## config.mk

```make
export PLATFORM = sky130hd
export DESIGN_NAME = cp0_vic
export DESIGN_NICKNAME = d
export VERILOG_FILES = /design/src/rtl/cp0_vic.sv
export SDC_FILE = /design/constraint.sdc
export NUM_CORES = 1
export LEC_CHECK = 0
export BUFFER_PORTS_ARGS = -buffer_cell sky130_fd_sc_hd__buf_4
export CORE_MARGIN = 2
export CORE_UTILIZATION = 47
export DETAILED_ROUTE_END_ITERATION = 16
export SLEW_MARGIN = 20
export SYNTH_ARGS = -nofsm -noshare
export SYNTH_HDL_FRONTEND = slang
export SYNTH_SLANG_ARGS = --single-unit
```

## constraint.sdc

```tcl
create_clock -name clk -period 3 [get_ports clk]
set_clock_uncertainty 0.15 [all_clocks]
set_input_delay 0.45 -clock clk [delete_from_list [all_inputs] [get_ports clk]]
set_output_delay 0.45 -clock clk [all_outputs]
set_load 0.05 [all_outputs]
```

## src/rtl/cp0_vic.sv

```systemverilog
// Coprocessor-0 with a vectored interrupt controller: STATUS/CAUSE/EPC/EBASE plus a
// 32-entry general file, edge-latched IRQ lines with mask, fixed priority and ERET.
module cp0_vic #(
  parameter int unsigned IRQ_NUM     = 4,
  parameter logic [31:0] VEC_SPACING = 32'h20,
  parameter logic [31:0] EBASE_RST   = 32'h0000_0100
) (
  input  logic               clk,
  input  logic               rst_n,
  input  logic [1:0]         oper,
  input  logic [4:0]         addr_r,
  output logic [31:0]        data_r,
  input  logic [4:0]         addr_w,
  input  logic [31:0]        data_w,
  input  logic               ir_en,
  input  logic [IRQ_NUM-1:0] ir_in,
  input  logic [31:0]        ret_addr,
  output logic               jump_en,
  output logic [31:0]        jump_addr,
  output logic [IRQ_NUM-1:0] irq_ack
);

  localparam logic [1:0] OP_NONE  = 2'b00;
  localparam logic [1:0] OP_STORE = 2'b01;
  localparam logic [1:0] OP_ERET  = 2'b10;

  localparam logic [4:0] REG_STATUS = 5'd12;
  localparam logic [4:0] REG_CAUSE  = 5'd13;
  localparam logic [4:0] REG_EPC    = 5'd14;
  localparam logic [4:0] REG_EBASE  = 5'd15;

  logic [IRQ_NUM-1:0] prev_q, prev_d, ip_q, ip_d, im_q, im_d, ack_q, ack_d;
  logic [IRQ_NUM-1:0] rise_c, req_c, win_c, w1c_c;
  logic               ie_q, ie_d, exl_q, exl_d, eret_q, eret_d, jump_en_q, jump_en_d;
  logic [4:0]         exc_q, exc_d, idx_c;
  logic [26:0]        ebase_q, ebase_d;
  logic [31:0]        epc_q, epc_d, jump_addr_q, jump_addr_d, data_r_q, data_r_d;
  logic [31:0]        status_rd_c, cause_rd_c, ebase_rd_c, rd_val_c, vec_c;
  logic               store_c, take_c, gpr_we_c;
  logic [31:0]        gpr_q [32];

  assign data_r    = data_r_q;
  assign jump_en   = jump_en_q;
  assign jump_addr = jump_addr_q;
  assign irq_ack   = ack_q;

  // Architected register read views; unimplemented bits read as zero
  always_comb begin
    status_rd_c                 = '0;
    status_rd_c[0]              = ie_q;
    status_rd_c[1]              = exl_q;
    status_rd_c[8 +: IRQ_NUM]   = im_q;
    cause_rd_c                  = '0;
    cause_rd_c[6:2]             = exc_q;
    cause_rd_c[8 +: IRQ_NUM]    = ip_q;
    ebase_rd_c                  = {ebase_q, 5'b0};
    case (addr_r)
      REG_STATUS: rd_val_c = status_rd_c;
      REG_CAUSE:  rd_val_c = cause_rd_c;
      REG_EPC:    rd_val_c = epc_q;
      REG_EBASE:  rd_val_c = ebase_rd_c;
      default:    rd_val_c = gpr_q[addr_r];
    endcase
  end

  // Edge detection, request arbitration (lowest index wins) and take decision
  always_comb begin
    rise_c = ir_in & ~prev_q;
    req_c  = ip_q & im_q;
    idx_c  = '0;
    win_c  = '0;
    for (int i = int'(IRQ_NUM) - 1; i >= 0; i--) begin
      if (req_c[i]) begin
        idx_c    = 5'(i);
        win_c    = '0;
        win_c[i] = 1'b1;
      end
    end
    // A pending ERET holds off the take so the two redirects never collide
    take_c   = ir_en & ie_q & ~exl_q & ~eret_q & (|req_c);
    vec_c    = ebase_rd_c + 32'(idx_c) * VEC_SPACING;
    store_c  = (oper == OP_STORE);
    gpr_we_c = store_c && (addr_w != REG_STATUS) && (addr_w != REG_CAUSE) &&
               (addr_w != REG_EPC) && (addr_w != REG_EBASE);
    w1c_c    = (store_c && addr_w == REG_CAUSE) ? data_w[8 +: IRQ_NUM] : '0;
  end

  // Next-state for architected state and redirect outputs
  always_comb begin
    prev_d      = ir_in;
    ie_d        = ie_q;
    exl_d       = exl_q;
    im_d        = im_q;
    exc_d       = exc_q;
    epc_d       = epc_q;
    ebase_d     = ebase_q;
    eret_d      = (oper == OP_ERET);
    data_r_d    = (oper == OP_NONE) ? rd_val_c : data_r_q;
    jump_en_d   = 1'b0;
    jump_addr_d = jump_addr_q;
    ack_d       = '0;

    if (store_c && addr_w == REG_STATUS) begin
      ie_d  = data_w[0];
      exl_d = data_w[1];
      im_d  = data_w[8 +: IRQ_NUM];
    end
    if (store_c && addr_w == REG_EPC)   epc_d   = data_w;
    if (store_c && addr_w == REG_EBASE) ebase_d = data_w[31:5];

    // A new rising edge beats both the W1C clear and the take clear
    ip_d = (ip_q & ~w1c_c & ~(take_c ? win_c : '0)) | rise_c;

    if (eret_q) begin
      exl_d       = 1'b0;
      jump_en_d   = 1'b1;
      jump_addr_d = epc_q;
    end
    if (take_c) begin
      exl_d       = 1'b1;
      exc_d       = idx_c;
      epc_d       = ret_addr;
      ack_d       = win_c;
      jump_en_d   = 1'b1;
      jump_addr_d = vec_c;
    end
  end

  always_ff @(posedge clk or negedge rst_n) begin
    if (!rst_n) begin
      prev_q      <= '0;
      ip_q        <= '0;
      im_q        <= '0;
      ie_q        <= 1'b0;
      exl_q       <= 1'b0;
      exc_q       <= '0;
      epc_q       <= '0;
      ebase_q     <= EBASE_RST[31:5];
      eret_q      <= 1'b0;
      data_r_q    <= '0;
      jump_en_q   <= 1'b0;
      jump_addr_q <= '0;
      ack_q       <= '0;
    end else begin
      prev_q      <= prev_d;
      ip_q        <= ip_d;
      im_q        <= im_d;
      ie_q        <= ie_d;
      exl_q       <= exl_d;
      exc_q       <= exc_d;
      epc_q       <= epc_d;
      ebase_q     <= ebase_d;
      eret_q      <= eret_d;
      data_r_q    <= data_r_d;
      jump_en_q   <= jump_en_d;
      jump_addr_q <= jump_addr_d;
      ack_q       <= ack_d;
    end
  end

  // General register file is intentionally left unreset
  always_ff @(posedge clk) begin
    if (gpr_we_c) gpr_q[addr_w] <= data_w;
  end

endmodule
```

==> results.tsv, run 1 <==
metric	value	unit
Setup CP Type	flop to flop	
min-delay src	data_w[26]	
via/cell ratio	6.10	
most numerous cell in the Yosys netlist	edfxtp_1	
final setup vio count	0	
Port Buffers	151	
net count after synthesis	2346	
status	finished clean	
Reg-to-Reg End	jump_addr[31]$_DFFE_PN0P_	
clock sinks	1041	
vias in the first global route	23200	
Final Hold Viols	0	
synth unique cells	75	
Clock power frac	0.384	
Net Switching	8.46	mW
Overall Global Routing Usage	0.254	
largest net degree at the start of global routing	63	
sequential fraction of the synthesis area	0.738	
die height	301	µm
synthesized flop and latch total	1041	
area of the die	90500	µm²
post-synthesis async set-or-reset flop share	0.139	
Synth area leaders	edfxtp_1, mux4_2, dfrtp_1, mux2i_1, mux2_2	
final worst slack	0.253	ns
Reg2Reg Launch Point	ip_q[2]$_DFF_PN0_	
Pint	25.2	mW
Std-Cell Rows	108	
# IOs	152	
Post-synth top cells	edfxtp_1, mux4_2, mux2i_1	
DRC viols	0	
drt total wl	114	mm
Routed Antenna Nets	0	
TritonCTS clock tree	built	
H-tree Lvls	3	
sequential power share	0.504	
initial DRC count	2855	
Main synth FF type	edfxtp_1	
mapped cell area	41400	µm²
Worst slew margin	0.275	
share of layout cells above drive strength 1	0.271	
root buf cell	clkbuf_16	
first-pass iteration count of the detailed router	5	
RSZ-0062 raised after global routing	false	
Diodes inserted	0	
number of buffers created by CTS	104	
combinational power share	0.113	
Final #Nets	2637	
Place WS	0.120	ns
area share of the largest cell type after synthesis	0.650	
hold path depth	1	
Gate Count Post-Synth	2260	
Critical Path AT	3.18	ns
synth warn	0	
Worst Tran Pin Value	1.08	ns
fin. max-slew vios	0	
Hold/Removal Path Class	primary input to flop	
Max Cap Viol	0	
die width	301	µm
Power Dens Cells	687	nW/µm²
reg-to-reg setup timing slack	0.25	ns
static leakage	16.7	nW
Sw Share	0.252	
Final HPWL DP	68.6	mm
via count	23200	
GP Congestion	0.881	
mean post-synth cell area	18.3	µm²
CP Data Required Time	3.43	ns
reg2reg path depth	11	
P&R area growth vs syn	18.2	%
initial antenna violation count	2	
Core Region	87000	µm²
Post-synth EDFFs	896	
fin crit period	2.75	ns
Clock Latency Late Sink	0.67	ns
grt total ovfl	0	
TNS Setup	0	ns
cell taking the most area after synthesis	edfxtp_1	
Hold WS	0.0533	ns
clock buffer depth	3	
first-pass GRT wire length	165	mm
Clock transition at path regs	0.06	ns
Routed wire per std cell	30.0	µm
Setup crit end kind	flop	
hold endpoint	gpr_q[16][26]$_DFFE_PP_	
critical path fanouts, max	5	
Startpoint Class	flop	
Initial Util	0.476	
period utilization	0.916	
fmax	364	MHz
Peak VDD IR	658	µV
metrics by stage:
step | util | cell area (µm²) | std cells | power (mW)
after floorplan | - | 41400 | 2260 | 19.3
after global placement | 0.519 | 45100 | 3561 | 20.9
after detailed placement | 0.519 | 45100 | 3561 | 21.0
after CTS | 0.562 | 48900 | 3794 | 33.8
after global routing | 0.562 | 48900 | 3794 | 34.7
final | 0.562 | 48900 | 3794 | 33.6
cells in the final DEF, fill, tap and decap left out, types with 35 or more instances in the layout:
master and instances:
clkbuf_16 105, o22ai_1 35, o21ai_0 78, nand2_1 106
buf_4 227, mux2i_1 161, edfxtp_1 896, mux4_2 173
dlygate4sd3_1 39, nor2_1 64, a21oi_1 66, buf_12 51
dfrtp_1 143, mux2_2 61
sequential cells by signal, summed over array words and instances, names as in the netlist:
register and count:
gpr_q 896, data_r 32, epc_q 32, jump_addr 32
ebase_q 27, im_q 4, ip_q 4, irq_ack 4
prev_q 4, exc_q 2, eret_q 1, exl_q 1
ie_q 1, jump_en 1
how the worst max path moves through the flow:
stage	from	end
after floorplan	addr_w[2]	gpr_q[4][0]$_DFFE_PP_
after global placement	addr_r[1]	data_r[21]$_DFFE_PN0N_
after detailed placement	addr_r[1]	data_r[21]$_DFFE_PN0N_
after CTS	ip_q[2]$_DFF_PN0_	jump_addr[31]$_DFFE_PN0P_
after global routing	ip_q[2]$_DFF_PN0_	jump_addr[31]$_DFFE_PN0P_
final	ip_q[2]$_DFF_PN0_	jump_addr[31]$_DFFE_PN0P_
timing repair:
action,CTS,global route
buffers inserted,0,0
endpoints found under the hold margin,90,0
resized for setup,0,2
hold buffers,39,0
setup endpoints to repair,0,2
layout make-up:
cell class                 instances  area (µm²)
clock buffer                     131        2790
clock inverter                    63         608
fill                            6603       38100
inverter                          12        45.0
multi-input combinational       1072       10400
sequential                      1041       30500
tap                             1155        1450
timing repair buffer             320        3160
power groups by stage:
stage | sequential, mW | clock [mW] | combinational (mW)
after global placement | 17.2 | 0 | 3.70
after floorplan | 17.9 | 0 | 1.44
after global routing | 17.0 | 13.7 | 4.04
after detailed placement | 17.2 | 0 | 3.76
after CTS | 16.9 | 13.1 | 3.81
final | 16.9 | 12.9 | 3.80
worst max-delay path, stage by stage, from the launching register on:
cell and delay [ns]:
dfrtp_1 0.40, nand2_1 0.14, nand3_1 0.13, a21boi_1 0.18, buf_4 0.13, ha_1 0.18, fa_2 0.25, nand2_1 0.12
nor4_4 0.19, or4b_1 0.49, xor2_1 0.16, a21oi_1 0.13
cells by family after synthesis:
family | Yosys count | synth area share
compound gates | 329 | 0.0514
xor+xnor | 25 | 0.00529
fa+ha+maj | 3 | 0.00109
buf+inv | 147 | 0.0179
flops | 1041 | 0.738
mux | 395 | 0.150
simple gates | 320 | 0.0370
layer usage:
metal | part of all wire | GRT usage | vias up
met1 | 0.43 | 0.378 | 12300
met3 | 0.081 | 0.0379 | 140
li1 | - | - | 9698
met5 | 0 | 0 | -
met4 | 0.016 | 0.0547 | 0
met2 | 0.47 | 0.401 | 1053
No activity file was read; power rests on OpenSTA's default activity.
==> run 2: changes to the inputs <==
--- a/config.mk
+++ b/config.mk
@@ -5,6 +5,7 @@
 export SDC_FILE = /design/constraint.sdc
 export NUM_CORES = 1
 export LEC_CHECK = 0
+export ABC_AREA = 1
 export BUFFER_PORTS_ARGS = -buffer_cell sky130_fd_sc_hd__buf_4
 export CORE_MARGIN = 2
 export CORE_UTILIZATION = 47
==> run 2 against run 1 <==
Against the previous run:
- critical path type unchanged
- sequential power barely moved
- flip-flop and latch count unchanged
- first-iteration DRC count increased by 23%
- sequential share of layout area fell by 2.5 points
- critical path depth increased by 4
- highest routed layer is now met5
- global-route usage rose by 2.8 points
- critical endpoint is now jump_addr[29]$_DFFE_PN0P_
==> results.tsv, run 2 <==
metric	value	unit	change
area of the die	94500	µm²	+4.5%
TNS Setup	0	ns	unchanged
via count	30700		+32%
worst path cell trace	nand2_1 > and3_1 > inv_1 > a21boi_1 > ha_2 > fa_2 > nand3_2 > nor2_1 > nand2_1 > nor2_1 > buf_4 > nand2_1 > xor2_1 > nand2_1 > o21ai_0		
GR Util met1	0.406		+0.0280
area share of the largest cell type after synthesis	0.622		-0.0284
Final Hold Viols	0		unchanged
vias in the first global route	28900		+25%
H-tree Lvls	3		unchanged
period utilization	0.929		+0.0132
net count after synthesis	4201		+79%
Critical Path AT	3.20	ns	+0.02 ns
sequential fraction of the synthesis area	0.705		-0.0323
Hold WS	0.0238	ns	-0.0295 ns
Main synth FF type	edfxtp_1		
mapped cell area	43300	µm²	+4.6%
Setup crit end kind	flop		
synth unique cells	45		-40%
Port Buffers	151		unchanged
number of buffers created by CTS	109		+4.8%
Final #Nets	4468		+69%
Final HPWL DP	80.0	mm	+16%
Std-Cell Rows	111		+2.8%
Worst slew margin	0.477		+0.201
fin crit period	2.79	ns	+0.0397 ns
commonest non-fill, non-tap cell in the layout	nand2_1		
static leakage	20.4	nW	+22%
initial DRC count	3514		+23%
synth warn	0		unchanged
Routed wire per std cell	23.4	µm	-22%
via/cell ratio	5.42		-11%
Power Dens Cells	666	nW/µm²	-3.2%
clock sinks	1041		unchanged
most numerous cell in the Yosys netlist	nand2_1		
initial antenna violation count	3		+1
Max Cap Viol	0		unchanged
P&R area growth vs syn	17.8	%	
Core Region	91500	µm²	+5.2%
first-pass iteration count of the detailed router	5		unchanged
fmax	359	MHz	-1.4%
grt met3 use	0.0404		+0.00252
Gate Count Post-Synth	4115		+82%
die height	307	µm	+2.2%
TritonCTS clock tree	built		
Place WS	0.129	ns	+0.00948 ns
Hold/Removal Path Class	primary input to flop		
reg-to-reg setup timing slack	0.21	ns	-0.04 ns
drt total wl	132	mm	+16%
GR Util met2	0.443		+0.0425
Worst path slowest cell	dfrtp_1		
DRC viols	0		unchanged
fin. max-slew vios	0		unchanged
hold path depth	1		unchanged
Initial Util	0.473		-0.00270
Peak VDD IR	527	µV	-20%
grt total ovfl	0		unchanged
Setup CP Type	flop to flop		
max FFs per register	896		unchanged
Startpoint Class	flop		
Post-synth EDFFs	896		unchanged
Overall Global Routing Usage	0.282		+0.0278
Post-synth top cells	nand2_1, edfxtp_1, nand3_1, nor2_1, o21ai_0		
gr busiest metal	met2		
most frequent cells in the layout	nand2_1, edfxtp_1, buf_4, nand3_1, o21ai_0		
CP dominant cell by count	nand2_1		
GP Congestion	0.920		+4.4%
Clock Latency Late Sink	0.71	ns	+0.04 ns
first-pass GRT wire length	194	mm	+18%
Routed Antenna Nets	0		unchanged
Worst Tran Pin Value	0.785	ns	-0.298 ns
final worst slack	0.214	ns	-0.0397 ns
synthesized flop and latch total	1041		unchanged
post-synthesis async set-or-reset flop share	0.139		unchanged
Clock transition at path regs	0.06	ns	about the same
die width	307	µm	+2.2%
RSZ-0062 raised after global routing	false		
fin util	0.557		-0.00531
Synth area leaders	edfxtp_1, nand2_1, dfrtp_1, nand3_1, o21ai_0		
crit-path max cell delay	0.40	ns	-0.09 ns
critical path fanouts, max	5		unchanged
clock buffer depth	3		unchanged
largest net degree at the start of global routing	96		+52%
final setup vio count	0		unchanged
root buf cell	clkbuf_16		
register name with the most flops	gpr_q		
share of layout cells above drive strength 1	0.112		-0.159
status	finished clean		
mean post-synth cell area	10.5	µm²	-43%
# IOs	152		unchanged
CP Data Required Time	3.42	ns	about the same
cell taking the most area after synthesis	edfxtp_1		
reg2reg path depth	15		+4
## run 2: cell types whose count changed in the layout (fill, tap and decap cells not counted), moves of 23 or more
cell,delta
dlygate4sd3_1,+23
inv_1,+130
mux2_2,-60
mux4_2,-173
o21ai_0,+90
nand2_1,+1867
nand3_1,+171
mux2i_1,-159
nor2_1,+94
## run 2: area by class of cell
cell class | instances | area (µm²)
Fill cell | 7844 | 40600
Tap cell | 1186 | 1480
Inverter | 146 | 566
Clock buffer | 149 | 3070
Antenna cell | 1 | 2.50
Timing Repair Buffer | 350 | 3410
Sequential cell | 1041 | 30500
Clock inverter | 51 | 414
Multi-Input combinational cell | 2734 | 11500
## run 2: power by group
part	total (mW)	internal [mW]	switching (mW)
combinational	4.08	1.18	2.90
sequential	16.7	16.3	0.393
clock	13.1	7.49	5.62
total	33.9	25.0	8.92
## run 2: cells by family after synthesis
group / share of synthesized area
AND/OR/NAND/NOR: 0.218
flip-flops: 0.705
buffers and inverters: 0.0346
AO/OA/AOI/OAI: 0.0382
XOR/XNOR: 0.00162
multiplexers: 0.000723
adder cells (fa/ha/maj): 0.00104
## run 2: metrics by stage
stage	std cells	power [mW]	area [µm²]
after detailed placement	5395	21.0	46900
after global routing	5657	35.1	51000
final	5658	33.9	51000
after global placement	5395	21.0	46900
after CTS	5657	34.1	51000
after floorplan	4115	19.3	43300
## run 2: path summary, 6_finish.rpt
path,start,end
hold reg to reg,prev_q[1]$_DFF_PN0_,ip_q[1]$_DFF_PN0_
setup reg to reg,im_q[2]$_DFFE_PN0P_,jump_addr[29]$_DFFE_PN0P_
hold / removal,data_w[14],gpr_q[22][14]$_DFFE_PP_
max in group asynchronous,rst_n,data_r[8]$_DFFE_PN0N_
setup / recovery,im_q[2]$_DFFE_PN0P_,jump_addr[29]$_DFFE_PN0P_
min in group asynchronous,rst_n,jump_addr[14]$_DFFE_PN0P_
## run 2: metal layers
layer / share of wire / wire length [µm] / vias up
met5: 0.000061 / 8 / -
met4: 0.029 / 3870 / 2
met3: 0.079 / 10400 / 236
met2: 0.46 / 60800 / 1287
met1: 0.43 / 57100 / 14900
li1: - / - / 14200
## run 2: repair_timing
item,4_1_cts,5_1_grt
resized for setup,0,3
setup endpoints to repair,0,5
buffers inserted,0,0
hold endpoints to repair,451,0
hold buffers,62,0
## run 2: worst max-delay path: cells and delay by family (launching register included)
kind / cells / cell delay, ns
compound gates: 2 / 0.30
flops: 1 / 0.40
simple gates: 8 / 0.91
xor+xnor: 1 / 0.14
fa+ha+maj: 2 / 0.54
buf+inv: 2 / 0.20
